$ cat config.mk
export PLATFORM = sky130hd
export DESIGN_NAME = alu_mul_seq
export DESIGN_NICKNAME = d
export VERILOG_FILES = /design/src/rtl/alu_mul_seq.sv
export SDC_FILE = /design/constraint.sdc
export NUM_CORES = 1
export LEC_CHECK = 0
export ABC_AREA = 1
export CORE_ASPECT_RATIO = 0.5
export CORE_MARGIN = 2
export CORE_UTILIZATION = 40
export DETAILED_ROUTE_END_ITERATION = 12
export PLACE_DENSITY = 0.69
export SLEW_MARGIN = 10
export SYNTH_ARGS = -nofsm -noshare
export SYNTH_HDL_FRONTEND = slang
export SYNTH_SLANG_ARGS = --single-unit
$ cat constraint.sdc
create_clock -name clk -period 5.9 [get_ports clk]
set_input_delay 1.77 -clock clk [delete_from_list [all_inputs] [get_ports clk]]
set_output_delay 1.77 -clock clk [all_outputs]
set_load 0.05 [all_outputs]
$ cat src/rtl/alu_mul_seq.sv
// alu_mul_seq: 16-bit shift-and-add multiplier sequenced over one Hack alu.
// Hosts the alu it drives; the adder is time-shared between ADD and DBL steps.

module alu (
    input  logic [15:0] x,
    input  logic [15:0] y,
    input  logic        zx,
    input  logic        nx,
    input  logic        zy,
    input  logic        ny,
    input  logic        f,
    input  logic        no,
    output logic [15:0] out,
    output logic        zr,
    output logic        ng
);
    logic [15:0] xa, xb, ya, yb, fo;

    // Hack ALU datapath: zero/negate inputs, add or and, negate output
    always_comb begin
        xa  = zx ? 16'h0000 : x;
        xb  = nx ? ~xa : xa;
        ya  = zy ? 16'h0000 : y;
        yb  = ny ? ~ya : ya;
        fo  = f ? (xb + yb) : (xb & yb);
        out = no ? ~fo : fo;
        zr  = (out == 16'h0000);
        ng  = out[15];
    end
endmodule

module alu_mul_seq #(
    parameter int WIDTH = 16
) (
    input  logic             clk,
    input  logic             rst,
    input  logic             start,
    input  logic [WIDTH-1:0] a,
    input  logic [WIDTH-1:0] b,
    output logic             busy,
    output logic             done,
    output logic [WIDTH-1:0] product,
    output logic             zr,
    output logic             ng
);
    if (WIDTH != 16) begin : g_width_check
        $error("alu_mul_seq: WIDTH must be 16");
    end

    localparam logic [2:0] S_IDLE  = 3'd0;
    localparam logic [2:0] S_STEP  = 3'd1;
    localparam logic [2:0] S_ADD   = 3'd2;
    localparam logic [2:0] S_DBL   = 3'd3;
    localparam logic [2:0] S_FLAGS = 3'd4;
    localparam logic [2:0] S_DONE  = 3'd5;

    localparam logic [5:0] C_ZERO = 6'b101010;
    localparam logic [5:0] C_ADD  = 6'b000010;
    localparam logic [5:0] C_PASS = 6'b001010;

    logic [2:0]       state_q, state_d;
    logic [WIDTH-1:0] acc_q, acc_d;
    logic [WIDTH-1:0] mc_q, mc_d;
    logic [WIDTH-1:0] mp_q, mp_d;
    logic [WIDTH-1:0] prod_q, prod_d;
    logic             zr_q, zr_d;
    logic             ng_q, ng_d;

    logic [15:0] alu_x, alu_y, alu_out;
    logic [5:0]  alu_c;
    logic        alu_zr, alu_ng;

    alu u_alu (
        .x   (alu_x),
        .y   (alu_y),
        .zx  (alu_c[5]),
        .nx  (alu_c[4]),
        .zy  (alu_c[3]),
        .ny  (alu_c[2]),
        .f   (alu_c[1]),
        .no  (alu_c[0]),
        .out (alu_out),
        .zr  (alu_zr),
        .ng  (alu_ng)
    );

    // ALU operand/control select; unused states force a constant-0 op
    always_comb begin
        alu_x = '0;
        alu_y = '0;
        alu_c = C_ZERO;
        case (state_q)
            S_ADD: begin
                alu_x = acc_q;
                alu_y = mc_q;
                alu_c = C_ADD;
            end
            S_DBL: begin
                alu_x = mc_q;
                alu_y = mc_q;
                alu_c = C_ADD;
            end
            S_FLAGS: begin
                alu_x = acc_q;
                alu_c = C_PASS;
            end
            default: ;
        endcase
    end

    // Sequencer: iterate over multiplier bits until none remain
    always_comb begin
        state_d = state_q;
        acc_d   = acc_q;
        mc_d    = mc_q;
        mp_d    = mp_q;
        prod_d  = prod_q;
        zr_d    = zr_q;
        ng_d    = ng_q;
        case (state_q)
            S_IDLE: begin
                if (start) begin
                    acc_d   = '0;
                    mc_d    = a;
                    mp_d    = b;
                    state_d = S_STEP;
                end
            end
            S_STEP: begin
                if (mp_q == '0) begin
                    state_d = S_FLAGS;
                end else if (mp_q[0]) begin
                    state_d = S_ADD;
                end else begin
                    state_d = S_DBL;
                end
            end
            S_ADD: begin
                acc_d   = alu_out;
                state_d = S_DBL;
            end
            S_DBL: begin
                mc_d    = alu_out;
                mp_d    = mp_q >> 1;
                state_d = S_STEP;
            end
            S_FLAGS: begin
                prod_d  = alu_out;
                zr_d    = alu_zr;
                ng_d    = alu_ng;
                state_d = S_DONE;
            end
            S_DONE: begin
                state_d = S_IDLE;
            end
            default: begin
                state_d = S_IDLE;
            end
        endcase
    end

    // State registers with synchronous reset
    always_ff @(posedge clk) begin
        if (rst) begin
            state_q <= S_IDLE;
            acc_q   <= '0;
            mc_q    <= '0;
            mp_q    <= '0;
            prod_q  <= '0;
            zr_q    <= 1'b0;
            ng_q    <= 1'b0;
        end else begin
            state_q <= state_d;
            acc_q   <= acc_d;
            mc_q    <= mc_d;
            mp_q    <= mp_d;
            prod_q  <= prod_d;
            zr_q    <= zr_d;
            ng_q    <= ng_d;
        end
    end

    assign busy    = (state_q != S_IDLE);
    assign done    = (state_q == S_DONE);
    assign product = prod_q;
    assign zr      = zr_q;
    assign ng      = ng_q;
endmodule
==> out/metrics.yaml, run 1 <==
dp_slack_ns: 2.02
rows: 25
area_growth_pct: 23.2
skew_ns: 0.00779
fin_crit_ns: 3.98
cpPeakStageDelay_ns: 0.65
cp_max_fo: 24
post_cts_buffers: 0
maxCapViolations: 0
die_width_um: 146
grt_max_degree: 47
power.internal_w: 0.00104
tightest_slew_ns: 0.744
drc: 0
holdPathStages: 2
wire_per_inst_um: 14.5
worst_path_most_repeated_cell: "nand2_1"
fillerInstances: 965
grt_overflow_total: 0
cp-start-kind: "flip-flop"
p_sw_share_pct: 33.6
drt-initial-drc-count: 444
power.leakage_nw: 2.25
maxSlewHeadroom_pct: 50.3
total_power_w: 0.00157
cts_buffer_depth: 2
p_comb_share_pct: 25.7
setup_slack_ns: 1.92
numClockSinks: 68
final-max-slew-violation-count: 0
end_kind: "flip-flop"
antenna_left: 0
die_h_um: 75.2
finalSetupViolations: 0
cts.reportedPaths.clkPinSlew_ns: 0.06
cts_max_level: 3
finalSetupTns_ns: 0
n_antenna_cell: 0
holdCritPathClass: "reg -> reg"
antenna_found_initial: 0
core_um2: 9670
dr.pass1.iters: 5
fin_nets: 735
max_freq_mhz: 251
cp.required_ns: 6.16
grt_pass1_wl_um: 19400
critPathArrivalTime_ns: 4.24
synth_seq_area_share_pct: 33.5
p_seq_share_pct: 35.8
ctsResizeCount: 0
ys_ff_latch: 68
regArea_um2: 1360
routed_wirelength_um: 11900
reg2reg_depth: 18
clk_latency_ns: 0.34
initial_core_util_pct: 42.0
dp_hpwl_um: 8460
vias_per_cell: 5.20
grt_usage_pct: 22.9
cp_cell_sequence: "nor2_1 -> nand2_1 -> inv_1 -> buf_4 -> nor2_1 -> o22ai_1 -> inv_1 -> fa_1 -> inv_1 -> nand3_1 -> nand2_1 -> nand2_1 -> nand2_1 -> xnor2_1 -> nand3_1 -> nor2_1 -> nand3_1 -> a21oi_1"
syn_area_um2: 4060
netlist_instances: 644
ys_warn_count: 0
vias: 4284
place_congestion: 0.863
io_buffers: 54
numCtsBuffers: 9
peakVddDrop_uv: 159
cts_hold_buffers: 0
cp_slowest_cell: "inv_1"
critical_path_class: "reg -> reg"
avgSynthCellArea_um2: 6.30
multi_input_area_um2: 2220
layout-drive-gt1-share_pct: 4.06
crit_buf_inv: 4
root_buffer: "clkbuf_16"
cts_tree: "done"
grt_pass1_vias: 3799
dieArea_um2: 11000
path_depth: 18
hold_viol: 0
p_sw_w: 0.000527
p_per_area_nw_per_um2: 313
min_period_over_period_pct: 67.5
io_pins: 55
synth_fp_nets: 695
status: "completed"
rsz0062_at_grt: "no"
synthDistinctLibCells: 36
p_clk_share_pct: 38.4
crit_family: "simple AND/OR/NAND/NOR gates"
==> flip-flops by register name (all words and copies together) (netlist names) <==
signal,cells
acc_q,16
mc_q,16
mp_q,16
product,15
state_q,3
ng,1
zr,1
==> cell usage after synthesis, drive strengths merged <==
cell     number  share of area (%)
or2           2               0.31
clkinv        1              0.092
a211oi        5               0.92
fa            1               0.49
nor3          5               0.62
o21bai        1               0.19
dfxtp        68                 34
o22ai         1               0.15
nand2       172                 16
nand4         5               0.77
o21a          2               0.37
xor2          1               0.22
a21oi        41                5.1
a2111oi       1               0.22
clkbuf       17                1.6
nor2         70                6.8
nand3        29                3.6
o31ai         1               0.19
a221oi        1               0.22
ha           15                4.6
xnor2         1               0.22
and2          1               0.15
o221ai        3               0.65
inv          90                8.3
buf          13                1.8
nand3b        1               0.19
a31oi        18                2.8
o211ai        5               0.92
o21ai        68                8.4
nor4          5               0.77
==> layout by cell type (no fill, tap or decap), types with 3 or more instances in the layout <==
master           netlist  layout
nand2_1              171     171
nand3_1               29      29
nor3_1                 5       5
buf_4                  3       5
inv_1                 88      88
nor2_1                67      66
nor2_2                 2       3
ha_1                  15      15
o21ai_0               68      68
a31oi_1               18      18
dfxtp_1               68      68
nand4_1                5       5
a21oi_1               41      41
clkdlybuf4s50_1        0      54
clkbuf_16              0       9
o221ai_1               3       3
nor4_1                 5       5
o211ai_1               5       5
a211oi_1               5       5
==> logic make-up after synthesis <==
family | Yosys count | synth area share (%)
AND/OR/NAND/NOR | 290 | 29.1
buffers and inverters | 121 | 11.7
flip-flops | 68 | 33.5
adder cells (fa/ha/maj) | 16 | 5.12
AO/OA/AOI/OAI | 147 | 20.0
XOR/XNOR | 2 | 0.432
==> power groups by stage <==
stage               combinational, W  clock [W]  sequential (W)
floorplan                   0.000271          0        0.000569
global placement            0.000390          0        0.000570
detailed placement          0.000395          0        0.000570
CTS                         0.000397   0.000610        0.000561
global route                0.000447   0.000633        0.000569
finish                      0.000403   0.000602        0.000562
==> tightest hold or removal path, stage by stage, from the launching register on <==
cell,delay (ns)
dfxtp_1,0.31
nand2_1,0.06
a21oi_1,0.05
==> per-stage QoR <==
| stage | area (µm²) | hold WS, ns | util, % | std cells |
|---|---|---|---|---|
| 2_1_floorplan | 4060 | 0.437 | - | 644 |
| 3_3_place_gp | 4670 | 0.448 | 48.3 | 808 |
| 3_5_place_dp | 4670 | 0.451 | 48.3 | 808 |
| 4_1_cts | 5000 | 0.461 | 51.8 | 824 |
| 5_1_grt | 5000 | 0.479 | 51.8 | 824 |
| 6_report | 5000 | 0.460 | 51.8 | 824 |
==> cell type report <==
cell class / count / share of cell area (%)
clock buffer: 13 / 5.20
clock inverter: 3 / 1.38
inverter: 91 / 6.83
multi-input combinational: 455 / 44.4
sequential: 68 / 27.2
tap: 135 / 3.38
timing repair buffer: 59 / 11.6
==> path summary, 6_finish.rpt <==
check | from | slack [ns] | end
max | state_q[1]$_SDFFE_PP0P_ | 1.92 | zr$_SDFFE_PP0N_
min | acc_q[2]$_SDFFE_PP0P_ | 0.46 | acc_q[2]$_SDFFE_PP0P_
max reg2reg | state_q[1]$_SDFFE_PP0P_ | 1.92 | zr$_SDFFE_PP0N_
min reg2reg | acc_q[2]$_SDFFE_PP0P_ | 0.46 | acc_q[2]$_SDFFE_PP0P_
==> metal layers <==
metal / share of wire, % / wire length, µm / vias up / GRT usage [%]
met5: 0 / 0 / - / 0
met4: 1.5 / 181 / 0 / 7.01
met3: 7.9 / 946 / 13 / 7.58
met2: 42 / 4970 / 152 / 34.3
met1: 49 / 5850 / 1946 / 31.5
li1: - / - / 2173 / -
Power figures use the tool's default switching activity.
==> inputs of run 2 (changes only) <==
- clock period: 5.9 -> 4.15 ns (I/O delays scaled with it)
==> out/metrics.yaml, run 2 (synthesized netlist as in run 1, its figures left out) <==
status: "completed"
cpPeakStageDelay_ns: 0.41
wire_per_inst_um: 14.6
cts_max_level: 3
ctsResizeCount: 0
cts.reportedPaths.clkPinSlew_ns: 0.06
maxSlewHeadroom_pct: 51.7
setup_slack_ns: 0.532
holdCritPathClass: "reg -> reg"
grt_pass1_vias: 3736
grt_max_degree: 41
skew_ns: 0.00971
min_period_over_period_pct: 87.2
cp_max_fo: 19
multi_input_area_um2: 2220
crit_family: "simple AND/OR/NAND/NOR gates"
drc: 0
tightest_slew_ns: 0.719
area_growth_pct: 23.5
hold_viol: 0
routed_wirelength_um: 12100
die_width_um: 146
grt_overflow_total: 0
dieArea_um2: 11000
cp_cell_sequence: "nor2_1 -> nand2_1 -> inv_1 -> buf_4 -> o21ai_0 -> o21ai_0 -> ha_1 -> inv_1 -> fa_1 -> xor2_1 -> nand2_1 -> nor2_1 -> nand3_1 -> nor2_1 -> nand3_1 -> nor2_1 -> nand3_1 -> a21oi_1"
crit_buf_inv: 3
dr.pass1.iters: 5
n_antenna_cell: 0
numCtsBuffers: 9
rows: 25
top_regs: "acc_q x16, mc_q x16, mp_q x16"
vias_per_cell: 5.21
max_freq_mhz: 276
cts_tree: "done"
cts_buffer_depth: 2
clk_latency_ns: 0.34
post_cts_buffers: 0
maxCapViolations: 0
grt_usage_pct: 22.4
fin_crit_ns: 3.62
vias: 4323
initial_core_util_pct: 42.0
p_per_area_nw_per_um2: 428
grt_pass1_wl_um: 19200
layout_common_cells: "171 x nand2_1, 88 x inv_1, 68 x o21ai_0, 68 x dfxtp_1, 66 x nor2_1"
worst_path_most_repeated_cell: "nor2_1"
finalSetupViolations: 0
power.leakage_nw: 2.26
final-max-slew-violation-count: 0
dp_hpwl_um: 8820
core_um2: 9670
antenna_found_initial: 0
fin_nets: 740
io_pins: 55
end_kind: "flip-flop"
regArea_um2: 1360
numClockSinks: 68
fillerInstances: 968
cp_slowest_cell: "fa_1"
final_common_cell: "nand2_1"
cp-start-kind: "flip-flop"
peakVddDrop_uv: 206
antenna_left: 0
finalSetupTns_ns: 0
layout-drive-gt1-share_pct: 4.90
die_h_um: 75.2
drt-initial-drc-count: 410
critical_path_class: "reg -> reg"
dp_slack_ns: 0.705
root_buffer: "clkbuf_16"
critPathArrivalTime_ns: 3.89
rsz0062_at_grt: "no"
cts_hold_buffers: 0
cp.required_ns: 4.42
io_buffers: 54
place_congestion: 0.950
## run 2: cell types whose count changed in the layout (fill, tap and decap cells not counted)
cell | previous run | this run
inv_6 | 0 | 2
buf_4 | 5 | 10
clkbuf_1 | 2 | 1
clkinv_4 | 1 | 2
bufinv_16 | 2 | 1
clkinvlp_4 | 0 | 1
clkbuf_8 | 2 | 0
## run 2: final cells by class
cell class	count	area share, %
inverter	91	6.81
tap	135	3.37
multi-input combinational	455	44.4
clock buffer	10	4.57
clock inverter	6	1.45
sequential	68	27.2
timing repair buffer	64	12.3
## run 2: worst min-delay path, delay by kind of cell, from the launching register on
| kind | cells | cell delay [ns] |
|---|---|---|
| compound gates | 1 | 0.05 |
| flops | 1 | 0.30 |
| simple gates | 1 | 0.06 |
## run 2: routing by layer
layer | up-vias | global-route usage, % | wire [µm]
met3 | 17 | 5.39 | 1060
li1 | 2184 | - | -
met2 | 170 | 32.8 | 4890
met5 | - | 0 | 0
met1 | 1952 | 33.1 | 5980
met4 | 0 | 5.83 | 149
## run 2: path summary, 6_finish.rpt
path	startpoint	end	slack, ns	cells past startpoint
setup / recovery	state_q[1]$_SDFFE_PP0P_	zr$_SDFFE_PP0N_	0.53	18
hold / removal	acc_q[14]$_SDFFE_PP0P_	acc_q[14]$_SDFFE_PP0P_	0.46	2
setup reg to reg	state_q[1]$_SDFFE_PP0P_	zr$_SDFFE_PP0N_	0.53	18
hold reg to reg	acc_q[14]$_SDFFE_PP0P_	acc_q[14]$_SDFFE_PP0P_	0.46	2
## run 2: report_power, final
group          internal (W)  total [W]  switching (W)
combinational      0.000186   0.000575       0.000389
clock              0.000471   0.000776       0.000305
sequential         0.000741   0.000796      0.0000546
total               0.00140    0.00215       0.000749
## run 2: through the flow
stage	cells	hold WS, ns	utilization [%]	area (µm²)	power (W)
floorplan	644	0.437	-	4060	0.00119
global placement	813	0.451	48.7	4710	0.00136
detailed placement	813	0.453	48.7	4710	0.00137
CTS	829	0.463	51.9	5010	0.00215
global route	829	0.481	51.9	5010	0.00226
finish	829	0.463	51.9	5010	0.00215
